File: config.mk
export PLATFORM = sky130hd
export DESIGN_NAME = load_fu
export DESIGN_NICKNAME = d
export VERILOG_FILES = /design/src/rtl/load_fu_pkg.sv /design/src/rtl/load_fu_align.sv /design/src/rtl/load_fu.sv
export SDC_FILE = /design/constraint.sdc
export NUM_CORES = 1
export LEC_CHECK = 0
export CAP_MARGIN = 20
export CORE_UTILIZATION = 40
export CTS_CLUSTER_SIZE = 16
export DETAILED_ROUTE_END_ITERATION = 10
export GPL_ROUTABILITY_DRIVEN = 0
export PLACE_DENSITY = 0.82
export SLEW_MARGIN = 25
export SYNTH_ARGS = -nofsm -noshare
export SYNTH_HDL_FRONTEND = slang
export SYNTH_SLANG_ARGS = --single-unit
export TNS_END_PERCENT = 30
File: constraint.sdc
create_clock -name clk -period 2.56 [get_ports clk]
set_input_delay 0.256 -clock clk [delete_from_list [all_inputs] [get_ports clk]]
set_output_delay 0.256 -clock clk [all_outputs]
set_load 0.005 [all_outputs]
File: src/rtl/load_fu_pkg.sv
// Shared load-unit types: issued-entry layout, FSM states, load funct3 codes
// and the branch-tag flush-hit test that the reservation stations also use.
package load_fu_pkg;

  localparam int ROB_IDX_W = 3;
  localparam int BR_TAG_W  = 4;

  typedef struct packed {
    logic                sign;
    logic [BR_TAG_W-1:0] tag;
  } branch_tag_t;

  typedef struct packed {
    logic [31:0]          rs1_data;
    logic [31:0]          imm;
    logic [2:0]           funct3;
    logic [ROB_IDX_W-1:0] rob_idx;
    branch_tag_t          br_tag;
  } ResEntryLd_reg_t;

  typedef enum logic [1:0] {IDLE, REQ, WAIT, BCAST} ld_fu_state_t;

  localparam logic [2:0] F3_LB  = 3'b000;
  localparam logic [2:0] F3_LH  = 3'b001;
  localparam logic [2:0] F3_LW  = 3'b010;
  localparam logic [2:0] F3_LBU = 3'b100;
  localparam logic [2:0] F3_LHU = 3'b101;

  // An entry is younger than the mispredicted branch when its tag covers the
  // branch's bits; the sign bit flips which side must cover the other.
  function automatic logic flush_hit(input branch_tag_t entry_tag,
                                     input branch_tag_t mispred_tag);
    if (entry_tag.sign == mispred_tag.sign)
      return (entry_tag.tag & mispred_tag.tag) == mispred_tag.tag;
    else
      return (entry_tag.tag & mispred_tag.tag) == entry_tag.tag;
  endfunction

endpackage

File: src/rtl/load_fu_align.sv
// Byte-lane logic for loads: read mask for the request and the shifted,
// sign- or zero-extended value extracted from the returned word.
module load_align
  import load_fu_pkg::*;
(
  input  logic [31:0] rdata,
  input  logic [1:0]  offset,
  input  logic [2:0]  funct3,
  output logic [31:0] value,
  output logic [3:0]  rmask
);

  logic [31:0] shifted;

  always_comb begin
    shifted = rdata >> {offset, 3'b000};
    case (funct3)
      F3_LB:   value = {{24{shifted[7]}}, shifted[7:0]};
      F3_LBU:  value = {24'b0, shifted[7:0]};
      F3_LH:   value = {{16{shifted[15]}}, shifted[15:0]};
      F3_LHU:  value = {16'b0, shifted[15:0]};
      default: value = shifted;
    endcase
  end

  always_comb begin
    case (funct3)
      F3_LB, F3_LBU: rmask = 4'b0001 << offset;
      F3_LH, F3_LHU: rmask = 4'b0011 << offset;
      default:       rmask = 4'b1111;
    endcase
  end

endmodule

File: src/rtl/load_fu.sv
// Load functional unit: address generation, one data-memory read, CDB broadcast.
// Optional macro LD_MISALIGN_TRAP_EN reports misaligned LH/LW as an exception on cdb_exc.
module load_fu
  import load_fu_pkg::*;
#(
  parameter int          ROB_WIDTH   = ROB_IDX_W,
  parameter int unsigned MEM_TIMEOUT = 0
) (
  input  logic                 clk,
  input  logic                 rst,
  input  logic                 flush,
  input  branch_tag_t          flush_tag,
  input  logic                 issue,
  input  ResEntryLd_reg_t      entry_in,
  output logic                 fu_running,
  output logic [31:0]          dmem_addr,
  output logic [3:0]           dmem_rmask,
  input  logic [31:0]          dmem_rdata,
  input  logic                 dmem_resp,
  output logic                 cdb_req,
  input  logic                 cdb_grant,
  output logic [ROB_WIDTH-1:0] cdb_rob,
`ifdef LD_MISALIGN_TRAP_EN
  output logic                 cdb_exc,
`endif
  output logic [31:0]          cdb_value
);

  ld_fu_state_t         state;
  logic                 squashed;
  logic [1:0]           off_q;
  logic [2:0]           funct3_q;
  logic [ROB_IDX_W-1:0] rob_q;
  branch_tag_t          br_q;

  logic [31:0] eff_addr;
  logic        issue_hit;
  logic        entry_hit;
  logic [1:0]  align_off;
  logic [2:0]  align_f3;
  logic [31:0] align_value;
  logic [3:0]  align_rmask;

  assign eff_addr   = entry_in.rs1_data + entry_in.imm;
  assign issue_hit  = flush && flush_hit(entry_in.br_tag, flush_tag);
  assign entry_hit  = flush && flush_hit(br_q, flush_tag);
  assign fu_running = (state != IDLE);

  // The aligner serves the incoming entry's mask in IDLE and the latched entry's data later.
  assign align_off = (state == IDLE) ? eff_addr[1:0]   : off_q;
  assign align_f3  = (state == IDLE) ? entry_in.funct3 : funct3_q;

  load_align u_align (
    .rdata  (dmem_rdata),
    .offset (align_off),
    .funct3 (align_f3),
    .value  (align_value),
    .rmask  (align_rmask)
  );

`ifdef LD_MISALIGN_TRAP_EN
  logic misaligned;
  assign misaligned = (((entry_in.funct3 == F3_LH) || (entry_in.funct3 == F3_LHU)) && eff_addr[0])
                   || ((entry_in.funct3 == F3_LW) && (eff_addr[1:0] != 2'b00));
`endif

  always_ff @(posedge clk or posedge rst) begin
    if (rst) begin
      state      <= IDLE;
      squashed   <= 1'b0;
      off_q      <= '0;
      funct3_q   <= '0;
      rob_q      <= '0;
      br_q       <= '0;
      dmem_addr  <= '0;
      dmem_rmask <= '0;
      cdb_req    <= 1'b0;
      cdb_rob    <= '0;
      cdb_value  <= '0;
`ifdef LD_MISALIGN_TRAP_EN
      cdb_exc    <= 1'b0;
`endif
    end else begin
      case (state)
        IDLE: begin
          if (issue && !issue_hit) begin
            off_q    <= eff_addr[1:0];
            funct3_q <= entry_in.funct3;
            rob_q    <= entry_in.rob_idx;
            br_q     <= entry_in.br_tag;
            squashed <= 1'b0;
`ifdef LD_MISALIGN_TRAP_EN
            if (misaligned) begin
              cdb_req   <= 1'b1;
              cdb_value <= eff_addr;
              cdb_rob   <= ROB_WIDTH'(entry_in.rob_idx);
              cdb_exc   <= 1'b1;
              state     <= BCAST;
            end else
`endif
            begin
              dmem_addr  <= {eff_addr[31:2], 2'b00};
              dmem_rmask <= align_rmask;
              state      <= REQ;
            end
          end
        end
        REQ: begin
          dmem_rmask <= '0;
          if (entry_hit) squashed <= 1'b1;
          state <= WAIT;
        end
        // The request cannot be withdrawn, so a squashed load still waits for its data.
        WAIT: begin
          if (dmem_resp) begin
            if (squashed || entry_hit) begin
              state <= IDLE;
            end else begin
              cdb_req   <= 1'b1;
              cdb_value <= align_value;
              cdb_rob   <= ROB_WIDTH'(rob_q);
`ifdef LD_MISALIGN_TRAP_EN
              cdb_exc   <= 1'b0;
`endif
              state     <= BCAST;
            end
          end else if (entry_hit) begin
            squashed <= 1'b1;
          end
        end
        BCAST: begin
          if (cdb_grant || entry_hit) begin
            cdb_req <= 1'b0;
            state   <= IDLE;
          end
        end
        default: state <= IDLE;
      endcase
    end
  end

  assert property (@(posedge clk) disable iff (rst) !(issue && fu_running));

  generate
    if (MEM_TIMEOUT != 0) begin : g_watchdog
      logic [31:0] wait_cycles;
      always_ff @(posedge clk or posedge rst) begin
        if (rst)                wait_cycles <= '0;
        else if (state == WAIT) wait_cycles <= wait_cycles + 32'd1;
        else                    wait_cycles <= '0;
      end
      assert property (@(posedge clk) disable iff (rst) wait_cycles < MEM_TIMEOUT);
    end
  endgenerate

endmodule
==> Yosys cells after proc, flatten, opt, wreduce, memory -nomap -nowiden <==
Cells that the tools add are included.
{ "totals": {"regBits": 86, "latchBits": 0, "ramBits": 0, "romBits": 0, "inputBits": 118, "out_inout_bits": 73, "elab_cells": 77, "memories": 0} }
{ "classes": {"n_addsub": 1, "multipliers": 0, "n_div": 0, "n_lt_le_gt_ge": 0, "eq_ne": 17, "n_shift": 3, "mux": 21, "bitwise_logic": 3, "n_reduce_logical": 20} }
{ "ops": {"columns": ["op", "n"], "rows": [
  ["$pmux 32 s4", 1],
  ["$add 32x32->32", 1],
  ["$shr 32x5->32", 1],
  ["$eq 4x4->1", 4],
  ["$pmux 4 s2", 2],
  ["$mux 2", 5],
  ["$reduce_and 3->1", 3],
  ["$and 4x4->4", 2],
  ["$mux 1", 8],
  ["$ne 2x2->1 const B", 4],
  ["$pmux 2 s4", 1],
  ["$eq 3x3->1 const B", 2],
  ["$reduce_bool 2->1", 3],
  ["$eq 2x2->1 const B", 2],
  ["$mux 4", 1],
  ["$reduce_and 2->1", 2],
  ["$reduce_and 4->1", 1],
  ["$reduce_or 2->1", 2],
  ["$shl 1x2->4 const A", 1],
  ["$shl 2x2->4 const A", 1],
  ["$eq 3x1->1 const B", 1],
  ["$logic_and 1x1->1", 3],
  ["$logic_not 3->1", 1],
  ["$mux 3", 1],
  ["10 further kinds", 12]
]} }

==> Logic depth before layout (Yosys ltp) <==
{ "logic_depth": {"ltp_word": 8, "ltp_mapped": 12} }

==> Hierarchy <==
A second synthesis with hierarchy kept.
{ "hier_totals": {"hier_cells": 686, "area_unflattened_um2": 6289.8} }
{ "modules_own_cells": {"columns": ["mod", "instances", "cells_each", "area_each_um2"], "rows": [
  ["load_fu", 1, 555, 5385.2],
  ["load_align", 1, 131, 904.6]
]} }

==> Worst setup path before layout <==
No wires, ideal clock.
{ "synth_timing": {"path_type": "in2reg", "startpoint": "input port entry_in[11] (netlist name)", "endpoint": "register cdb_value[16]", "arrival_time_ns": 2.299, "setup_slack_ns": 0.131, "stages": 10, "path_buffers": 1, "cell_sequence": "ha_1 -> inv_1 -> fa_1 -> a21oi_2 -> nor2_1 -> nand2_1 -> o21ai_1 -> a41oi_2 -> buf_2 -> a31oi_1"} }
{ "synth_between": {"elab_chain_len": 4} }
{ "synth_lines": {"columns": ["item", "line", "text"], "rows": [
  ["start: declaration", "load_fu.sv:14", "input ResEntryLd_reg_t entry_in,"],
  ["$add 32x32->32", "load_fu.sv:44", "assign eff_addr = entry_in.rs1_data + entry_in.imm;"],
  ["$mux 2", "load_fu.sv:50", "assign align_off = (state == IDLE) ? eff_addr[1:0] : off_q;"],
  ["$shr 32x5->32", "load_fu_align.sv:16", "shifted = rdata >> {offset, 3'b000};"],
  ["$pmux 32 s4", "load_fu_align.sv:17", "case (funct3)"],
  ["end signal: assignment", "load_fu.sv:120", "cdb_value <= align_value;"],
  ["end: declaration", "load_fu.sv:26", "output logic [31:0] cdb_value"]
]} }
Every way passes these cells.
A chain may end at the register's enable or synchronous reset.

==> Final worst setup path <==
{ "layout_timing": {"startpoint": "input port entry_in[11] (netlist name)", "endpoint": "register dmem_addr[22]"} }
{ "layout_between": {"elab_chain_len": 1} }
{ "layout_lines": {"columns": ["item", "line", "text"], "rows": [
  ["$add 32x32->32", "load_fu.sv:44", null],
  ["end signal: assignment", "load_fu.sv:102", "dmem_addr <= {eff_addr[31:2], 2'b00};"],
  ["end: declaration", "load_fu.sv:16", "output logic [31:0] dmem_addr,"]
]} }
Every way passes these cells.

==> summary.txt <==
Routing
  • Final ANT Viol Nets: 0
  • Vias post-DR: 6258
  • Detailed Route Iter0 Violations: 397
  • Total Wirelength: 17700 µm
  • Post-detailed-route wirelength per cell: 15.6 µm
  • First drt pass iteration count: 5
  • DR DRC count: 0
  • Number of vias per cell after detailed routing: 5.50

Clocking
  • Cell at the root of the clock tree: sky130_fd_sc_hd__clkbuf_16
  • Clock Pin Slew Worst Setup and Hold Paths: 70 ps
  • CTS tree: done
  • Number of clock buffers inserted by TritonCTS: 9
  • Source-to-sink clock delay at the later pin of the worst-skew pair: 340 ps
  • Clk sinks: 86
  • Max clock buf depth: 2
  • Number of buffers added to fix hold violations after cts: 0
  • Depth of the CTS H-tree: 3

Floorplanning
  • Total I/O pin count: 191
  • Core Rows: 43
  • Die Outline Area: 15200 µm²
  • Horizontal die dimension: 123 µm
  • Placeable core area: 14100 µm²
  • Die outline height: 123 µm
  • Initial core utilization: 41.7%

Power and ir drop
  • Worst voltage drop across the vdd grid: 0.540 mV
  • Overall Power: 0.00875 W
  • Leakage power: 3.92 nW
  • Pwr per Cell Area: 979 nW/µm²

Worst setup path
  • Critical register-to-register path startpoint: state[0]
  • Cell Chain, Critical Path: clkdlybuf4s50_1 > ha_1 > inv_1 > fa_2 > nor2b_2 > o2111ai_4 > a2111oi_4 > nor3_4 > o31ai_2 > xnor2_1 > o21ai_1
  • Critical path's top delay family: compound AO/OA/AOI/OAI gates
  • CP bufs+invs: 2
  • Kind of end point of the critical path: flop
  • Required time of the critical path: 2780 ps
  • Flop2flop setup slack: 230 ps
  • Worst-path maximum fanout: 4
  • Cell depth of the worst flop-to-flop path: 9
  • Endpoint of the lowest-slack register-to-register path: cdb_value[29]
  • Kind of start point of the critical path: input port
  • Crit path DAT: 2700 ps
  • Cell with the largest stage delay on the worst path: sky130_fd_sc_hd__clkdlybuf4s50_1
  • Crit Path Category: in -> reg
  • Crit-path max cell delay: 480 ps

Logic synthesis
  • Synthesis-stage register bit count: 86
  • Count of distinct cell types in the synthesized netlist: 69
  • Fraction of the yosys area taken by sequential cells: 36.6%
  • Yosys Warn Count: 0
  • Gate count of the mapped netlist: 704
  • Post-synth EDFFs: 0
  • Cell area after technology mapping: 5880 µm²
  • Async set or reset register ratio after synthesis: 100%
  • Most used DFF post-synth: sky130_fd_sc_hd__dfrtp_1
  • Mean instance size in the synthesized netlist: 8.35 µm²

Worst hold path
  • Type of the tightest min-delay check: in -> async

Placed design
  • Detailed Place HPWL: 13900 µm
  • Placed cell area: 8540 µm²
  • Cell total after placement: 1120
  • Buffers on Ports: 188
  • Pre-CTS WS: -407 ps

Global route
  • Largest net degree at the start of global routing: 47
  • Global-route total usage across every layer: 23.7%
  • Vias in the first global route: 5946
  • Overflow left after global routing: 0
  • Global-route wire length before repair: 28100 µm
  • Number of antenna violations at the first check in global routing: 0

Finish
  • Layout Nets: 1107
  • Area of all placed cells without fillers: 8940 µm²
  • Share of layout cells above drive strength 1: 12.9%
  • Layout Area Growth over Synthesis: 52.2%
  • Number of antenna diodes: 0
  • Final instance count without filler cells: 1138

STA
  • Highest clock frequency the design can meet: 402 MHz
  • Final Worst Setup Slack: 73.5 ps
  • Fin crit share: 97.1%
  • Worst-Margin Slew: 743 ps
  • Final number of setup-violating endpoints: 0
  • Final Max Tran Viols: 0
  • Minimum clock period: 2490 ps
  • Final number of hold-violating endpoints: 0
  • Final-layout setup total negative slack: 0 ps
  • Tightest slew margin relative to the limit: 50.4%
  • Worst setup skew after layout: 9.51 ps

Run
  • Max Cap Viol: 0

Run status
  • Outcome: completed
## power by group
| part | leakage, nW | total, W | internal (W) | switching (W) |
|---|---|---|---|---|
| sequential | 1.05 | 0.00244 | 0.00202 | 0.000413 |
| combinational | 2.71 | 0.00482 | 0.00251 | 0.00231 |
| clock | 0.165 | 0.00150 | 0.000948 | 0.000549 |
| total | 3.92 | 0.00875 | 0.00548 | 0.00327 |
## what timing repair did
action / in CTS / in global routing
setup buffers: 0 / 2
setup endpoints to repair: 3 / 23
resized for setup: 1 / 8
pin swaps: 1 / 6
## registers in the layout, summed over array words and instances (netlist names)
register,flops
br_q,5
funct3_q,3
rob_q,3
cdb_value,32
squashed,1
cdb_req,1
state,2
off_q,2
dmem_rmask,4
dmem_addr,30
cdb_rob,3
## per-stage QoR
stage                     hold WS [ps]  util, %
after global routing               411     63.4
after floorplan                    361        -
final                              345     63.4
after global placement             455     60.6
after CTS                          368     63.0
after detailed placement           466     60.6
## layout make-up
cell class | count | area [µm²]
fillers | 1172 | 5160
multi-input cells | 567 | 3570
repair buffers | 269 | 2580
flip-flops and latches | 86 | 2150
clock buffers | 9 | 225
well taps | 180 | 225
clock inverters | 7 | 113
inverters | 20 | 76.3
## routing by layer
metal / wire (µm) / global-route usage, % / part of all wire (%) / up-vias
met3: 1270 / 4.38 / 7.2 / 43
met1: 7380 / 29.5 / 42 / 2921
li1: - / - / - / 3016
met4: 517 / 8.73 / 2.9 / 0
met5: 0 / 0 / 0 / -
met2: 8540 / 40.8 / 48 / 278
## synthesized netlist by cell type, types with 7 or more instances
| master | count | area (µm²) |
|---|---|---|
| sky130_fd_sc_hd__mux2i_1 | 13 | 130 |
| sky130_fd_sc_hd__dfrtp_1 | 86 | 2150 |
| sky130_fd_sc_hd__a21o_1 | 12 | 90.1 |
| sky130_fd_sc_hd__o21ai_0 | 26 | 130 |
| sky130_fd_sc_hd__nand2_1 | 148 | 556 |
| sky130_fd_sc_hd__a31oi_1 | 27 | 169 |
| sky130_fd_sc_hd__o21a_1 | 8 | 60.1 |
| sky130_fd_sc_hd__ha_1 | 35 | 438 |
| sky130_fd_sc_hd__nand3_1 | 11 | 55.1 |
| sky130_fd_sc_hd__o21ai_1 | 32 | 160 |
| sky130_fd_sc_hd__nor3_1 | 9 | 45.0 |
| sky130_fd_sc_hd__inv_1 | 19 | 71.3 |
| sky130_fd_sc_hd__clkbuf_1 | 16 | 60.1 |
| sky130_fd_sc_hd__xnor2_1 | 12 | 105 |
| sky130_fd_sc_hd__nand4_1 | 7 | 43.8 |
| sky130_fd_sc_hd__nor2_1 | 51 | 191 |
| sky130_fd_sc_hd__mux2_1 | 11 | 124 |
| sky130_fd_sc_hd__buf_2 | 13 | 65.1 |
| sky130_fd_sc_hd__o211ai_1 | 9 | 67.6 |
| sky130_fd_sc_hd__a21oi_1 | 57 | 285 |
| sky130_fd_sc_hd__and3_1 | 7 | 43.8 |
| sky130_fd_sc_hd__xor2_1 | 16 | 140 |
## worst reg2reg max path, cell delays in order, from the launching register on
cell and delay, ps:
sky130_fd_sc_hd__dfrtp_1 410, sky130_fd_sc_hd__inv_1 140, sky130_fd_sc_hd__ha_1 270, sky130_fd_sc_hd__mux2_2 380, sky130_fd_sc_hd__mux2i_1 190, sky130_fd_sc_hd__o21ai_1 120
sky130_fd_sc_hd__and3_1 180, sky130_fd_sc_hd__a41oi_2 230, sky130_fd_sc_hd__buf_12 190, sky130_fd_sc_hd__a31oi_1 100
## worst max path at each step
stage / startpoint / to / depth (start not counted)
after CTS: entry_in[12] / dmem_addr[25] / 10
after global placement: entry_in[11] / dmem_addr[26] / 11
after detailed placement: entry_in[11] / dmem_addr[26] / 11
final: entry_in[11] / dmem_addr[22] / 11
after global routing: entry_in[11] / dmem_addr[22] / 11
after floorplan: rst / br_q[0] / 1
## cell usage in the layout (no fill, tap or decap), types with 11 or more instances in the layout
master	instances
sky130_fd_sc_hd__xor2_1	16
sky130_fd_sc_hd__mux2_1	11
sky130_fd_sc_hd__xnor2_1	12
sky130_fd_sc_hd__buf_4	74
sky130_fd_sc_hd__dfrtp_1	86
sky130_fd_sc_hd__a21oi_1	56
sky130_fd_sc_hd__clkdlybuf4s50_1	188
sky130_fd_sc_hd__ha_1	35
sky130_fd_sc_hd__a31oi_1	27
sky130_fd_sc_hd__a21o_1	12
sky130_fd_sc_hd__inv_1	18
sky130_fd_sc_hd__nor2_1	51
sky130_fd_sc_hd__o21ai_0	26
sky130_fd_sc_hd__mux2i_1	12
sky130_fd_sc_hd__nand2_1	148
sky130_fd_sc_hd__o21ai_1	30
sky130_fd_sc_hd__nand3_1	11
## logic make-up after synthesis
logic type,synth area share [%]
xor+xnor,4.17
other cells,0.0638
buf+inv,3.79
compound gates,24.1
simple gates,18.7
fa+ha+maj,7.79
flops,36.6
mux,4.71
Note: power is estimated with default switching activity, not from simulation.
